## src/rtl/seq_hit_logger_if.sv

```systemverilog
// seq_hit_logger bus: detector sample inputs,
// pop handshake and logger status outputs.
interface seq_hit_logger_if #(
  parameter int TS_W  = 8,
  parameter int CNT_W = 8
);

  logic             en;
  logic             hit;
  logic             rd_en;
  logic [TS_W-1:0]  rd_data;
  logic             empty;
  logic             full;
  logic             overflow;
  logic [CNT_W-1:0] hit_cnt;
  logic [TS_W-1:0]  ts;

  modport master (
    output en,
    output hit,
    output rd_en,
    input  rd_data,
    input  empty,
    input  full,
    input  overflow,
    input  hit_cnt,
    input  ts
  );

  modport slave (
    input  en,
    input  hit,
    input  rd_en,
    output rd_data,
    output empty,
    output full,
    output overflow,
    output hit_cnt,
    output ts
  );

endinterface

```

## src/rtl/seq_hit_logger.sv

```systemverilog
// seq_hit_logger: timestamps each sampled detector
// match into a small FWFT FIFO with sticky overflow.
module seq_hit_logger #(
  parameter int TS_W  = 8,
  parameter int DEPTH = 4,
  parameter int CNT_W = 8
) (
  input  logic               clk,
  input  logic               rstn,
  seq_hit_logger_if.slave    bus
);

  localparam int AW = (DEPTH > 1) ? $clog2(DEPTH) : 1;
  localparam logic [AW:0] OCC_FULL = (AW+1)'(DEPTH);

  logic [TS_W-1:0]  ts_q;
  logic [TS_W-1:0]  mem [DEPTH];
  logic [AW-1:0]    wr_ptr;
  logic [AW-1:0]    rd_ptr;
  logic [AW:0]      occ;
  logic             ovf_q;
  logic [CNT_W-1:0] cnt_q;

  logic push;
  logic pop;
  logic wr_ok;
  logic drop;
  logic is_empty;
  logic is_full;
  logic cnt_sat;

  assign is_empty = (occ == '0);
  assign is_full  = (occ == OCC_FULL);
  assign push     = bus.en & bus.hit;
  assign pop      = bus.rd_en & ~is_empty;
  // a full FIFO still accepts when the head
  // leaves on the same edge
  assign wr_ok    = push & (~is_full | pop);
  assign drop     = push & is_full & ~pop;
  assign cnt_sat  = (cnt_q == '1);

  // free-running timestamp, advances with en
  always_ff @(posedge clk) begin
    if (!rstn) begin
      ts_q <= '0;
    end else if (bus.en) begin
      ts_q <= ts_q + TS_W'(1);
    end
  end

  // storage; pointers gate visibility so no reset
  always_ff @(posedge clk) begin
    if (rstn && wr_ok) begin
      mem[wr_ptr] <= ts_q;
    end
  end

  // write/read pointers and occupancy
  always_ff @(posedge clk) begin
    if (!rstn) begin
      wr_ptr <= '0;
      rd_ptr <= '0;
      occ    <= '0;
    end else begin
      if (wr_ok) begin
        wr_ptr <= wr_ptr + AW'(1);
      end
      if (pop) begin
        rd_ptr <= rd_ptr + AW'(1);
      end
      unique case (1'b1)
        (wr_ok && !pop): occ <= occ + (AW+1)'(1);
        (pop && !wr_ok): occ <= occ - (AW+1)'(1);
        default:         occ <= occ;
      endcase
    end
  end

  // sticky drop flag, cleared only by reset
  always_ff @(posedge clk) begin
    if (!rstn) begin
      ovf_q <= 1'b0;
    end else if (drop) begin
      ovf_q <= 1'b1;
    end
  end

  // saturating count of every sampled hit
  always_ff @(posedge clk) begin
    if (!rstn) begin
      cnt_q <= '0;
    end else if (push && !cnt_sat) begin
      cnt_q <= cnt_q + CNT_W'(1);
    end
  end

  assign bus.rd_data  = is_empty ? '0 : mem[rd_ptr];
  assign bus.empty    = is_empty;
  assign bus.full     = is_full;
  assign bus.overflow = ovf_q;
  assign bus.hit_cnt  = cnt_q;
  assign bus.ts       = ts_q;

endmodule

```

## src/flat_wrapper.sv

```systemverilog
// flat-port wrapper written by rule: the top's interface ports become plain ports
module seq_hit_logger_flat 
#(
  parameter int TS_W  = 8,
  parameter int DEPTH = 4,
  parameter int CNT_W = 8
)
  (clk, rstn, bus_en, bus_hit, bus_rd_en, bus_rd_data, bus_empty, bus_full, bus_overflow, bus_hit_cnt, bus_ts);
  seq_hit_logger_if #(.TS_W(TS_W), .CNT_W(CNT_W)) bus_i ();
  input  logic clk;
  input  logic rstn;
  input wire logic [$bits(bus_i.en)-1:0] bus_en;
  input wire logic [$bits(bus_i.hit)-1:0] bus_hit;
  input wire logic [$bits(bus_i.rd_en)-1:0] bus_rd_en;
  output wire logic [$bits(bus_i.rd_data)-1:0] bus_rd_data;
  output wire logic [$bits(bus_i.empty)-1:0] bus_empty;
  output wire logic [$bits(bus_i.full)-1:0] bus_full;
  output wire logic [$bits(bus_i.overflow)-1:0] bus_overflow;
  output wire logic [$bits(bus_i.hit_cnt)-1:0] bus_hit_cnt;
  output wire logic [$bits(bus_i.ts)-1:0] bus_ts;
  assign bus_i.en = bus_en;
  assign bus_i.hit = bus_hit;
  assign bus_i.rd_en = bus_rd_en;
  assign bus_rd_data = bus_i.rd_data;
  assign bus_empty = bus_i.empty;
  assign bus_full = bus_i.full;
  assign bus_overflow = bus_i.overflow;
  assign bus_hit_cnt = bus_i.hit_cnt;
  assign bus_ts = bus_i.ts;
  seq_hit_logger #(.TS_W(TS_W), .DEPTH(DEPTH), .CNT_W(CNT_W)) u_core (.clk(clk), .rstn(rstn), .bus(bus_i));
endmodule
```

## config.mk

```make
export PLATFORM = sky130hd
export DESIGN_NAME = seq_hit_logger_flat
export DESIGN_NICKNAME = d
export VERILOG_FILES = /design/src/rtl/seq_hit_logger_if.sv /design/src/rtl/seq_hit_logger.sv /design/src/flat_wrapper.sv
export SDC_FILE = /design/constraint.sdc
export NUM_CORES = 1
export LEC_CHECK = 0
export CAP_MARGIN = 20
export CORE_ASPECT_RATIO = 0.9
export CORE_UTILIZATION = 45
export DETAILED_ROUTE_END_ITERATION = 16
export PLACE_DENSITY = 0.67
export SYNTH_ARGS = -nofsm -noshare
export SYNTH_HDL_FRONTEND = slang
export SYNTH_SLANG_ARGS = --single-unit
```

## constraint.sdc

```tcl
create_clock -name clk -period 2.65 [get_ports clk]
set_clock_uncertainty 0.2 [all_clocks]
set_input_delay 0.795 -clock clk [delete_from_list [all_inputs] [get_ports clk]]
set_output_delay 0.795 -clock clk [all_outputs]
set_load 0.01 [all_outputs]
```

==> flow_metrics.env, run 1 <==
export IMPL_critical_path_top_delay_family="multiplexers"
export IMPL_first_global_vias=1538
export IMPL_cts_sinks=58
export IMPL_synth_distinct_cells=40
export IMPL_ctsHtreeMaxLevel=3
export IMPL_synth_top_cell_area_share_pct=39.0
export IMPL_grt_setup_unrepaired="true"
export IMPL_maxSlewHeadroom_pct=76.6
export IMPL_count_of_antenna_diodes_in_the_layout=0
export IMPL_worst_skew_pair_late_latency_ns=0.34
export IMPL_placement_cell_area_um2=3070
export IMPL_die_w_um=80.0
export IMPL_critPathRequiredTime_ns=1.66
export IMPL_port_buffer_count=31
export IMPL_syn_nets=203
export IMPL_hpwlAfterDp_mm=3.16
export IMPL_grt_util_all_layers_pct=18.3
export IMPL_design_final_nets=266
export IMPL_drtAntennaViolNets=0
export IMPL_post_route_cells_drive_above_1_share_pct=27.8
export IMPL_layout_common_cells="sky130_fd_sc_hd__edfxtp_1 (32), sky130_fd_sc_hd__dfxtp_1 (25), sky130_fd_sc_hd__buf_4 (19), sky130_fd_sc_hd__clkdlybuf4s50_1 (18), sky130_fd_sc_hd__nor2_1 (17)"
export IMPL_detailedRoute_firstIterationViolations=41
export IMPL_crit_path_top_delay_cell="sky130_fd_sc_hd__mux4_2"
export IMPL_fin_cells=326
export IMPL_crit_buf_inv=3
export IMPL_ctsRootBufferMaster="sky130_fd_sc_hd__clkbuf_8"
export IMPL_p_per_area_nw_per_um2=772
export IMPL_instance_count_of_the_mapped_netlist=191
export IMPL_fmax_mhz=378
export IMPL_finalHoldWorstSlack_ns=0.283
export IMPL_cp_data_arrival_time_ns=1.65
export IMPL_fin_crit_sh_pct=99.8
export IMPL_cts_hold_buffers=0
export IMPL_num_rows=25
export IMPL_timing_critical_path_to_type="primary output"
export IMPL_slew_viol_final=0
export IMPL_pre_cts_ws_ns=-0.374
export IMPL_initial_antenna_violation_count=0
export IMPL_routed_via_density=5.00
export IMPL_synthesis_area_um2=2470
export IMPL_mostFrequentLayoutCell="sky130_fd_sc_hd__edfxtp_1"
export IMPL_post_route_worst_setup_slack_ns=0.00466
export IMPL_outcome="finished clean"
export IMPL_transition_at_the_pin_with_the_smallest_max_transition_slack_ns=0.351
export IMPL_clkTransAtPathRegs_ns=0.06
export IMPL_final_core_util_pct=62.6
export IMPL_path_cells="buf_12 > buf_6 > mux4_2 > and2_4 > buf_6"
export IMPL_finalPower_mw=2.54
export IMPL_fp_dieArea_um2=5780
export IMPL_yosys_area_top_type="sky130_fd_sc_hd__edfxtp_1"
export IMPL_setup_worst_path_class="reg -> out"
export IMPL_post_drt_wl_per_cell_um=13.7
export IMPL_overflow=0
export IMPL_vdd_ir_drop_max_mv=0.384
export IMPL_yosys_warnings=0
export IMPL_max_stage_delay_ns=0.48
export IMPL_fin_tns_setup_ns=0
export IMPL_cts_buffers_inserted=9
export IMPL_timing_final_setup_violations=0
export IMPL_initial_core_util_pct=46.9
export IMPL_post_route_min_period_ns=2.65
export IMPL_routabilityCongestion=0.822
export IMPL_yosys_register_bits=58
export IMPL_placedCellCount=306
export IMPL_worstPathMaxFanout=8
export IMPL_floorplan_io_pins=32
export IMPL_p_leak_nw=1.28
export IMPL_drt_pass1_iterations=4
export IMPL_first_pass_grt_wire_length_mm=7.51
export IMPL_ys_top_cells_by_area="sky130_fd_sc_hd__edfxtp_1 (39%), sky130_fd_sc_hd__dfxtp_1 (21%), sky130_fd_sc_hd__mux4_2 (7.3%), sky130_fd_sc_hd__ha_1 (3.0%), sky130_fd_sc_hd__nor2_1 (2.6%)"
export IMPL_cp_common_cell="sky130_fd_sc_hd__buf_6"
export IMPL_synth_seq_area_share_pct=60.1
export IMPL_timing_critical_path_from_type="flop"
export IMPL_final_cell_area_um2=3290
export IMPL_core_area_um2=5260
export IMPL_clockBufferDepth=2
export IMPL_dieHeight_um=72.2
export IMPL_hold_viol_final=0
export IMPL_dr_total_vias=1629
export IMPL_routed_wl_mm=4.45
export IMPL_synthToLayoutAreaGrowth_pct=33.4
export IMPL_grt_max_degree=12
export IMPL_drv_cap=0
export IMPL_min_delay_path_class="reg -> reg"
export IMPL_tritoncts="done"
export IMPL_remaining_drc_errors=0
export IMPL_postSynthAreaPerCell_um2=12.9
==> where the power goes <==
group          switching [mW]  internal (mW)
logic                   0.345          0.475
registers              0.0355           1.00
clock network           0.352          0.334
==> routing by layer <==
metal / vias to the layer above / track usage (%) / wire length, µm / part of all wire (%)
li1: 825 / - / - / -
met4: 0 / 10.1 / 105 / 2.4
met3: 7 / 5.66 / 142 / 3.2
met2: 23 / 27.7 / 2090 / 47
met5: - / 0 / 0 / 0
met1: 774 / 23.6 / 2120 / 48
==> flip-flops by register name, indices dropped and copies added, names as in the netlist, named ones only <==
name                 cells
u_core.bus.hit_cnt       8
u_core.rd_ptr            2
u_core.bus.overflow      1
u_core.occ               3
u_core.wr_ptr            2
u_core.bus.ts            8
u_core.mem              32
==> kinds of logic (layout without fill, tap and decap cells) <==
kind of cell | Yosys count | in the layout | synth area share [%]
compound gates | 20 | 20 | 5.99
flops | 58 | 58 | 60.1
mux | 11 | 11 | 8.52
fa+ha+maj | 7 | 7 | 3.86
buf+inv | 17 | 85 | 2.94
simple gates | 68 | 68 | 15.1
xor+xnor | 10 | 10 | 3.55
==> area by class of cell <==
type	count	area [µm²]
Clock inverter	7	46.3
Timing Repair Buffer	59	582
Inverter	10	37.5
Tap cell	67	83.8
Clock buffer	9	124
Fill cell	406	1970
Multi-Input combinational cell	116	933
Sequential cell	58	1480
==> final timing paths <==
path / slack, ns / startpoint / endpoint / cells after the start
worst max-delay path: 0.005 / flop / bus_rd_data[7] / 5
worst min-delay path: 0.28 / u_core.bus.ts[2]$_SDFFE_PN0P_ / u_core.mem[0][2]$_DFFE_PP_ / 0
worst max register to register: 0.47 / u_core.occ[2]$_SDFFE_PN0P_ / u_core.occ[2]$_SDFFE_PN0P_ / 8
worst min register to register: 0.28 / u_core.bus.ts[2]$_SDFFE_PN0P_ / u_core.mem[0][2]$_DFFE_PP_ / 0
==> synthesized netlist by cell type <==
master,instances
sky130_fd_sc_hd__edfxtp_1,32
sky130_fd_sc_hd__dfxtp_1,26
sky130_fd_sc_hd__nor2_1,17
sky130_fd_sc_hd__inv_1,10
sky130_fd_sc_hd__and2_1,9
sky130_fd_sc_hd__and3_1,8
sky130_fd_sc_hd__mux4_2,8
sky130_fd_sc_hd__nand2_1,8
sky130_fd_sc_hd__nand4_1,7
sky130_fd_sc_hd__xor2_1,7
sky130_fd_sc_hd__ha_1,6
sky130_fd_sc_hd__clkbuf_1,5
sky130_fd_sc_hd__nand3_1,5
sky130_fd_sc_hd__o21ai_0,5
sky130_fd_sc_hd__or3_1,4
sky130_fd_sc_hd__a211oi_1,3
sky130_fd_sc_hd__a21oi_1,3
sky130_fd_sc_hd__mux2i_1,3
sky130_fd_sc_hd__xnor2_1,3
sky130_fd_sc_hd__nor3_1,2
sky130_fd_sc_hd__a211oi_2,1
sky130_fd_sc_hd__a21boi_0,1
sky130_fd_sc_hd__a21o_1,1
sky130_fd_sc_hd__a31oi_1,1
sky130_fd_sc_hd__a32oi_2,1
sky130_fd_sc_hd__and4_1,1
sky130_fd_sc_hd__buf_2,1
sky130_fd_sc_hd__buf_6,1
sky130_fd_sc_hd__fa_1,1
sky130_fd_sc_hd__nand2_4,1
sky130_fd_sc_hd__nand2b_1,1
sky130_fd_sc_hd__nor2b_1,1
sky130_fd_sc_hd__nor4_1,1
sky130_fd_sc_hd__nor4b_1,1
sky130_fd_sc_hd__o211a_1,1
sky130_fd_sc_hd__o211ai_1,1
sky130_fd_sc_hd__o31a_1,1
sky130_fd_sc_hd__o41ai_1,1
sky130_fd_sc_hd__or3b_1,1
sky130_fd_sc_hd__or3b_4,1
==> what timing repair did <==
action	in CTS	in global routing
pin swaps	5	3
setup buffers	4	0
endpoints found under the setup margin	11	5
resized for setup	37	13
hold endpoints to repair	0	0
(Power assumes the default switching activity.)
==> run 2: changes to the inputs <==
- RECOVER_POWER: not set -> 50
==> flow_metrics.env, run 2 (synthesis gave the netlist of run 1 again) <==
export IMPL_outcome="finished clean"
export IMPL_design_final_nets=266
export IMPL_vdd_ir_drop_max_mv=0.383
export IMPL_detailedRoute_firstIterationViolations=53
export IMPL_post_route_min_period_ns=2.65
export IMPL_routabilityCongestion=0.822
export IMPL_critPathRequiredTime_ns=1.66
export IMPL_initial_antenna_violation_count=0
export IMPL_timing_hold_worst_path_depth=0
export IMPL_clockBufferDepth=2
export IMPL_clkTransAtPathRegs_ns=0.06
export IMPL_cts_sinks=58
export IMPL_fp_dieArea_um2=5780
export IMPL_ctsRootBufferMaster="sky130_fd_sc_hd__clkbuf_8"
export IMPL_power_frac_seq_pct=40.8
export IMPL_worst_r2r_startpoint="u_core.occ[2]$_SDFFE_PN0P_"
export IMPL_min_delay_path_class="reg -> reg"
export IMPL_core_area_um2=5260
export IMPL_timing_final_setup_violations=0
export IMPL_worstPathMaxFanout=8
export IMPL_combPwrFrac_pct=32.2
export IMPL_placement_cell_area_um2=3070
export IMPL_num_rows=25
export IMPL_ff2ff_path_depth=8
export IMPL_fin_cells=326
export IMPL_initial_core_util_pct=46.9
export IMPL_p_sw_uw=732
export IMPL_die_w_um=80.0
export IMPL_fill_cells=417
export IMPL_grt_util_all_layers_pct=18.3
export IMPL_p_leak_nw=1.24
export IMPL_worst_skew_pair_late_latency_ns=0.34
export IMPL_p_per_area_nw_per_um2=777
export IMPL_largest_register_ffs=32
export IMPL_whs_endpoint="u_core.mem[0][2]$_DFFE_PP_"
export IMPL_share_clk_of_total_power_pct=27.0
export IMPL_timing_critical_path_from_type="flop"
export IMPL_drv_cap=0
export IMPL_count_of_antenna_diodes_in_the_layout=0
export IMPL_first_pass_grt_wire_length_mm=7.51
export IMPL_cp_data_arrival_time_ns=1.65
export IMPL_top_register="u_core.mem"
export IMPL_mostFrequentLayoutCell="sky130_fd_sc_hd__edfxtp_1"
export IMPL_post_route_cells_drive_above_1_share_pct=25.5
export IMPL_drtAntennaViolNets=0
export IMPL_fmax_mhz=378
export IMPL_first_global_vias=1538
export IMPL_post_drt_wl_per_cell_um=13.7
export IMPL_drt_pass1_iterations=4
export IMPL_grt_max_degree=12
export IMPL_dr_total_vias=1647
export IMPL_maxSlewHeadroom_pct=65.3
export IMPL_tritoncts="done"
export IMPL_slew_viol_final=0
export IMPL_timing_critical_path_to_type="primary output"
export IMPL_setup_worst_path_class="reg -> out"
export IMPL_synthToLayoutAreaGrowth_pct=32.4
export IMPL_hold_viol_final=0
export IMPL_routed_wl_mm=4.46
export IMPL_transition_at_the_pin_with_the_smallest_max_transition_slack_ns=0.521
export IMPL_worstReg2RegEnd="u_core.occ[2]$_SDFFE_PN0P_"
export IMPL_routed_via_density=5.05
export IMPL_multiInputGateArea_um2=933
export IMPL_switching_share_pct=28.9
export IMPL_port_buffer_count=31
export IMPL_grt_setup_unrepaired="true"
export IMPL_layout_common_cells="sky130_fd_sc_hd__edfxtp_1 (32), sky130_fd_sc_hd__dfxtp_1 (25), sky130_fd_sc_hd__nor2_1 (17), sky130_fd_sc_hd__clkdlybuf4s50_1 (17), sky130_fd_sc_hd__buf_4 (13)"
export IMPL_power_report_internal_total_mw=1.81
export IMPL_final_cell_area_um2=3260
export IMPL_r2r_slack_ns=0.47
export IMPL_fin_crit_sh_pct=99.8
export IMPL_overflow=0
export IMPL_dieHeight_um=72.2
export IMPL_finalHoldWorstSlack_ns=0.279
export IMPL_hold_start="u_core.bus.ts[2]$_SDFFE_PN0P_"
export IMPL_placedCellCount=306
export IMPL_hpwlAfterDp_mm=3.16
export IMPL_cts_buffers_inserted=9
export IMPL_remaining_drc_errors=0
export IMPL_floorplan_io_pins=32
export IMPL_final_seq_area_um2=1480
export IMPL_ctsHtreeMaxLevel=3
run 2: cell types whose count changed in the layout (fill, tap and decap cells not counted):
cell / change
sky130_fd_sc_hd__buf_4: -6
sky130_fd_sc_hd__and2_1: -1
sky130_fd_sc_hd__clkbuf_1: +6
sky130_fd_sc_hd__clkdlybuf4s50_1: -1
sky130_fd_sc_hd__dlymetal6s2s_1: -1
sky130_fd_sc_hd__dlygate4sd3_1: +1
sky130_fd_sc_hd__and2_0: +1
sky130_fd_sc_hd__clkdlybuf4s25_1: +1
run 2: what timing repair did:
| action | CTS | global route |
|---|---|---|
| pin swaps | 5 | 3 |
| gates resized for setup | 37 | 13 |
| setup buffers | 4 | 0 |
| endpoints found under the setup margin | 11 | 5 |
| hold buffers | 0 | 0 |
run 2: how the worst max path moves through the flow:
| stage | from | end | slack [ns] | cells after the start |
|---|---|---|---|---|
| 3_3_place_gp | bus_rd_en | u_core.occ[2]$_SDFFE_PN0P_ | -0.32 | 7 |
| 2_1_floorplan | bus_en | u_core.occ[2]$_SDFFE_PN0P_ | 0.05 | 7 |
| 6_report | flop | bus_rd_data[7] | 0.005 | 5 |
| 3_5_place_dp | bus_rd_en | u_core.occ[2]$_SDFFE_PN0P_ | -0.37 | 7 |
| 4_1_cts | flop | bus_rd_data[6] | -0.03 | 5 |
| 5_1_grt | flop | bus_rd_data[7] | -0.06 | 5 |
run 2: area by class of cell:
class | count | share of cell area [%]
timing repair buffer | 59 | 17.1
sequential | 58 | 45.4
clock buffer | 9 | 3.79
clock inverter | 7 | 1.42
multi-input combinational | 116 | 28.6
tap | 67 | 2.57
inverter | 10 | 1.15
run 2: per-stage QoR:
stage               setup TNS [ns]  setup slack, ns  power [mW]  utilization [%]
finish                           0          0.00494        2.54             62.1
global placement            -0.554           -0.323        1.82             58.5
global route                -0.198          -0.0597        2.68             62.1
CTS                        -0.0871          -0.0251        2.51             61.6
floorplan                        0           0.0497        1.46                -
detailed placement           -1.86           -0.374        1.84             58.5
run 2: routing by layer:
layer	global-route usage, %	wire length, µm	share of wire [%]
met3	5.66	144	3.2
met1	23.6	2120	47
met4	10.1	105	2.4
met2	27.7	2090	47
met5	0	0	0
run 2: power by group through the flow:
| stage | logic, mW | clock network, mW | registers, mW |
|---|---|---|---|
| floorplan | 0.410 | 0 | 1.05 |
| global placement | 0.770 | 0 | 1.05 |
| detailed placement | 0.786 | 0 | 1.05 |
| CTS | 0.768 | 0.703 | 1.04 |
| global route | 0.894 | 0.741 | 1.04 |
| finish | 0.817 | 0.685 | 1.04 |
run 2: critical path, stage by stage (launching register included):
cell and delay [ns]:
sky130_fd_sc_hd__dfxtp_2 0.34, sky130_fd_sc_hd__buf_12 0.13, sky130_fd_sc_hd__buf_6 0.10, sky130_fd_sc_hd__mux4_2 0.48
sky130_fd_sc_hd__and2_4 0.15, sky130_fd_sc_hd__buf_6 0.11
==> run 3: changes to the inputs <==
- ABC_AREA: not set -> 1
==> flow_metrics.env, run 3 <==
export IMPL_worstPathMaxFanout=17
export IMPL_yosys_area_top_type="sky130_fd_sc_hd__edfxtp_1"
export IMPL_port_buffer_count=31
export IMPL_maxSlewHeadroom_pct=68.0
export IMPL_post_route_min_period_ns=2.55
export IMPL_post_drt_wl_per_cell_um=12.7
export IMPL_timing_critical_path_to_type="primary output"
export IMPL_final_seq_area_um2=1480
export IMPL_synth_most_common_cell="sky130_fd_sc_hd__nor2_1"
export IMPL_overflow=0
export IMPL_postSynth_asyncResetShare_pct=0
export IMPL_p_leak_nw=1.20
export IMPL_initial_antenna_violation_count=0
export IMPL_ctsHtreeMaxLevel=3
export IMPL_num_rows=25
export IMPL_post_route_cells_drive_above_1_share_pct=9.45
export IMPL_instance_count_of_the_mapped_netlist=268
export IMPL_fp_dieArea_um2=5920
export IMPL_routed_via_density=4.90
export IMPL_grt_util_all_layers_pct=18.6
export IMPL_grt_setup_unrepaired="false"
export IMPL_dieHeight_um=73.1
export IMPL_core_area_um2=5320
export IMPL_cp_data_arrival_time_ns=1.55
export IMPL_timing_final_setup_violations=0
export IMPL_tritoncts="done"
export IMPL_switching_share_pct=27.8
export IMPL_p_sw_uw=570
export IMPL_drv_cap=0
export IMPL_worst_r2r_startpoint="u_core.occ[0]$_SDFFE_PN0P_"
export IMPL_dr_total_vias=1936
export IMPL_mostFrequentLayoutCell="sky130_fd_sc_hd__nor2_1"
export IMPL_drt_pass1_iterations=5
export IMPL_yosys_warnings=0
export IMPL_routabilityCongestion=0.750
export IMPL_p_per_area_nw_per_um2=653
export IMPL_fin_crit_sh_pct=96.1
export IMPL_design_final_nets=335
export IMPL_fill_cells=484
export IMPL_timing_critical_path_from_type="flop"
export IMPL_fin_tns_setup_ns=0
export IMPL_cts_buffers_inserted=9
export IMPL_synthesis_area_um2=2530
export IMPL_first_global_vias=1632
export IMPL_final_cell_area_um2=3140
export IMPL_pre_cts_ws_ns=0.0870
export IMPL_yosys_register_bits=58
export IMPL_remaining_drc_errors=0
export IMPL_power_frac_seq_pct=48.9
export IMPL_synth_enable_flop_cells=32
export IMPL_share_clk_of_total_power_pct=31.6
export IMPL_largest_register_ffs=32
export IMPL_count_of_antenna_diodes_in_the_layout=0
export IMPL_die_w_um=81.0
export IMPL_first_pass_grt_wire_length_mm=7.91
export IMPL_clkTransAtPathRegs_ns=0.06
export IMPL_syn_nets=280
export IMPL_grt_max_degree=18
export IMPL_cts_sinks=58
export IMPL_critPathRequiredTime_ns=1.66
export IMPL_hold_viol_final=0
export IMPL_vdd_ir_drop_max_mv=0.304
export IMPL_ctsRootBufferMaster="sky130_fd_sc_hd__clkbuf_8"
export IMPL_detailedRoute_firstIterationViolations=84
export IMPL_fmax_mhz=393
export IMPL_synth_seq_area_share_pct=58.6
export IMPL_min_delay_path_class="reg -> reg"
export IMPL_synthTopCellsByCount="sky130_fd_sc_hd__nor2_1 (51), sky130_fd_sc_hd__edfxtp_1 (32), sky130_fd_sc_hd__nand2_1 (30), sky130_fd_sc_hd__o21ai_0 (27)"
export IMPL_floorplan_io_pins=32
export IMPL_postSynthAreaPerCell_um2=9.44
export IMPL_combPwrFrac_pct=19.5
export IMPL_synth_top_cell_area_share_pct=38.0
export IMPL_transition_at_the_pin_with_the_smallest_max_transition_slack_ns=0.480
export IMPL_top_register="u_core.mem"
export IMPL_outcome="finished clean"
export IMPL_setup_worst_path_class="reg -> out"
export IMPL_slew_viol_final=0
export IMPL_synth_ff_type="sky130_fd_sc_hd__edfxtp_1"
export IMPL_layout_common_cells="sky130_fd_sc_hd__nor2_1 (53), sky130_fd_sc_hd__nand2_1 (33), sky130_fd_sc_hd__edfxtp_1 (32), sky130_fd_sc_hd__o21ai_0 (27)"
export IMPL_synthToLayoutAreaGrowth_pct=24.1
export IMPL_clockBufferDepth=2
export IMPL_routed_wl_mm=5.00
export IMPL_post_route_worst_setup_slack_ns=0.103
export IMPL_post_cts_repair_timing_setup_buffer_count=0
export IMPL_worst_skew_pair_late_latency_ns=0.32
export IMPL_ys_top_cells_by_area="sky130_fd_sc_hd__edfxtp_1 (38%), sky130_fd_sc_hd__dfxtp_1 (21%), sky130_fd_sc_hd__nor2_1 (7.6%), sky130_fd_sc_hd__o21ai_0 (5.3%), sky130_fd_sc_hd__a21oi_1 (4.8%)"
export IMPL_finalHoldWorstSlack_ns=0.280
export IMPL_synth_distinct_cells=31
export IMPL_hpwlAfterDp_mm=3.53
export IMPL_hold_start="u_core.rd_ptr[0]$_SDFFE_PN0P_"
export IMPL_multiInputGateArea_um2=878
export IMPL_drtAntennaViolNets=0
export IMPL_power_report_internal_total_mw=1.48
export IMPL_initial_core_util_pct=47.6
export IMPL_placement_cell_area_um2=3050
## run 3: cell types whose count changed in the layout (fill, tap and decap cells not counted), sizes merged, moves of 18 or more
cell / delta
a21oi: +21
buf: -22
inv: +18
nand2: +27
nor2: +37
o21ai: +22
## run 3: worst paths after layout
check,cells after the start,endpoint,slack [ns]
min reg2reg,1,u_core.rd_ptr[0]$_SDFFE_PN0P_,0.28
min,1,u_core.rd_ptr[0]$_SDFFE_PN0P_,0.28
max reg2reg,7,u_core.mem[3][1]$_DFFE_PP_,0.76
max,5,bus_rd_data[0],0.10
## run 3: what timing repair did
item | 4_1_cts | 5_1_grt
endpoints found under the setup margin | 9 | 1
gates resized for setup | 10 | 1
hold buffers | 0 | 0
endpoints found under the hold margin | 0 | 0
## run 3: critical path, cell delays in order (launching register included)
cell	delay [ns]
sky130_fd_sc_hd__dfxtp_1	0.35
sky130_fd_sc_hd__buf_12	0.15
sky130_fd_sc_hd__inv_4	0.08
sky130_fd_sc_hd__o21ai_0	0.26
sky130_fd_sc_hd__a21oi_1	0.10
sky130_fd_sc_hd__dlygate4sd2_1	0.29
## run 3: metal layers
| metal | global-route usage, % | routed length, µm | vias to the layer above |
|---|---|---|---|
| met5 | 0 | 0 | - |
| met2 | 26.4 | 2260 | 38 |
| met1 | 25.8 | 2490 | 886 |
| met4 | 10.9 | 40 | 0 |
| met3 | 4.50 | 209 | 4 |
| li1 | - | - | 1008 |
## run 3: power by group through the flow
stage	clock [mW]	combinational [mW]	sequential [mW]
after detailed placement	0	0.438	1.02
after global routing	0.707	0.445	1.00
after CTS	0.666	0.414	1.00
after floorplan	0	0.231	1.02
final	0.648	0.400	1.00
after global placement	0	0.433	1.02
## run 3: cell type report
type,count,share of cell area [%]
Inverter,31,4.07
Tap cell,67,2.67
Sequential cell,58,47.2
Clock inverter,3,0.518
Timing Repair Buffer,49,13.2
Multi-Input combinational cell,174,28.0
Clock buffer,13,4.42
## run 3: stage by stage
step / util (%) / std cells / power (mW)
floorplan: - / 268 / 1.25
global placement: 57.3 / 379 / 1.45
detailed placement: 57.3 / 379 / 1.46
CTS: 60.1 / 395 / 2.08
global route: 59.0 / 395 / 2.16
finish: 59.0 / 395 / 2.05
## run 3: cells by family (layout without fill, tap and decap cells)
group	after synthesis	in the layout	synth area share, %
AO/OA/AOI/OAI	56	56	11.7
XOR/XNOR	1	1	0.346
adder cells (fa/ha/maj)	7	7	3.76
buffers and inverters	36	96	5.79
flip-flops	58	58	58.6
AND/OR/NAND/NOR	110	110	19.8
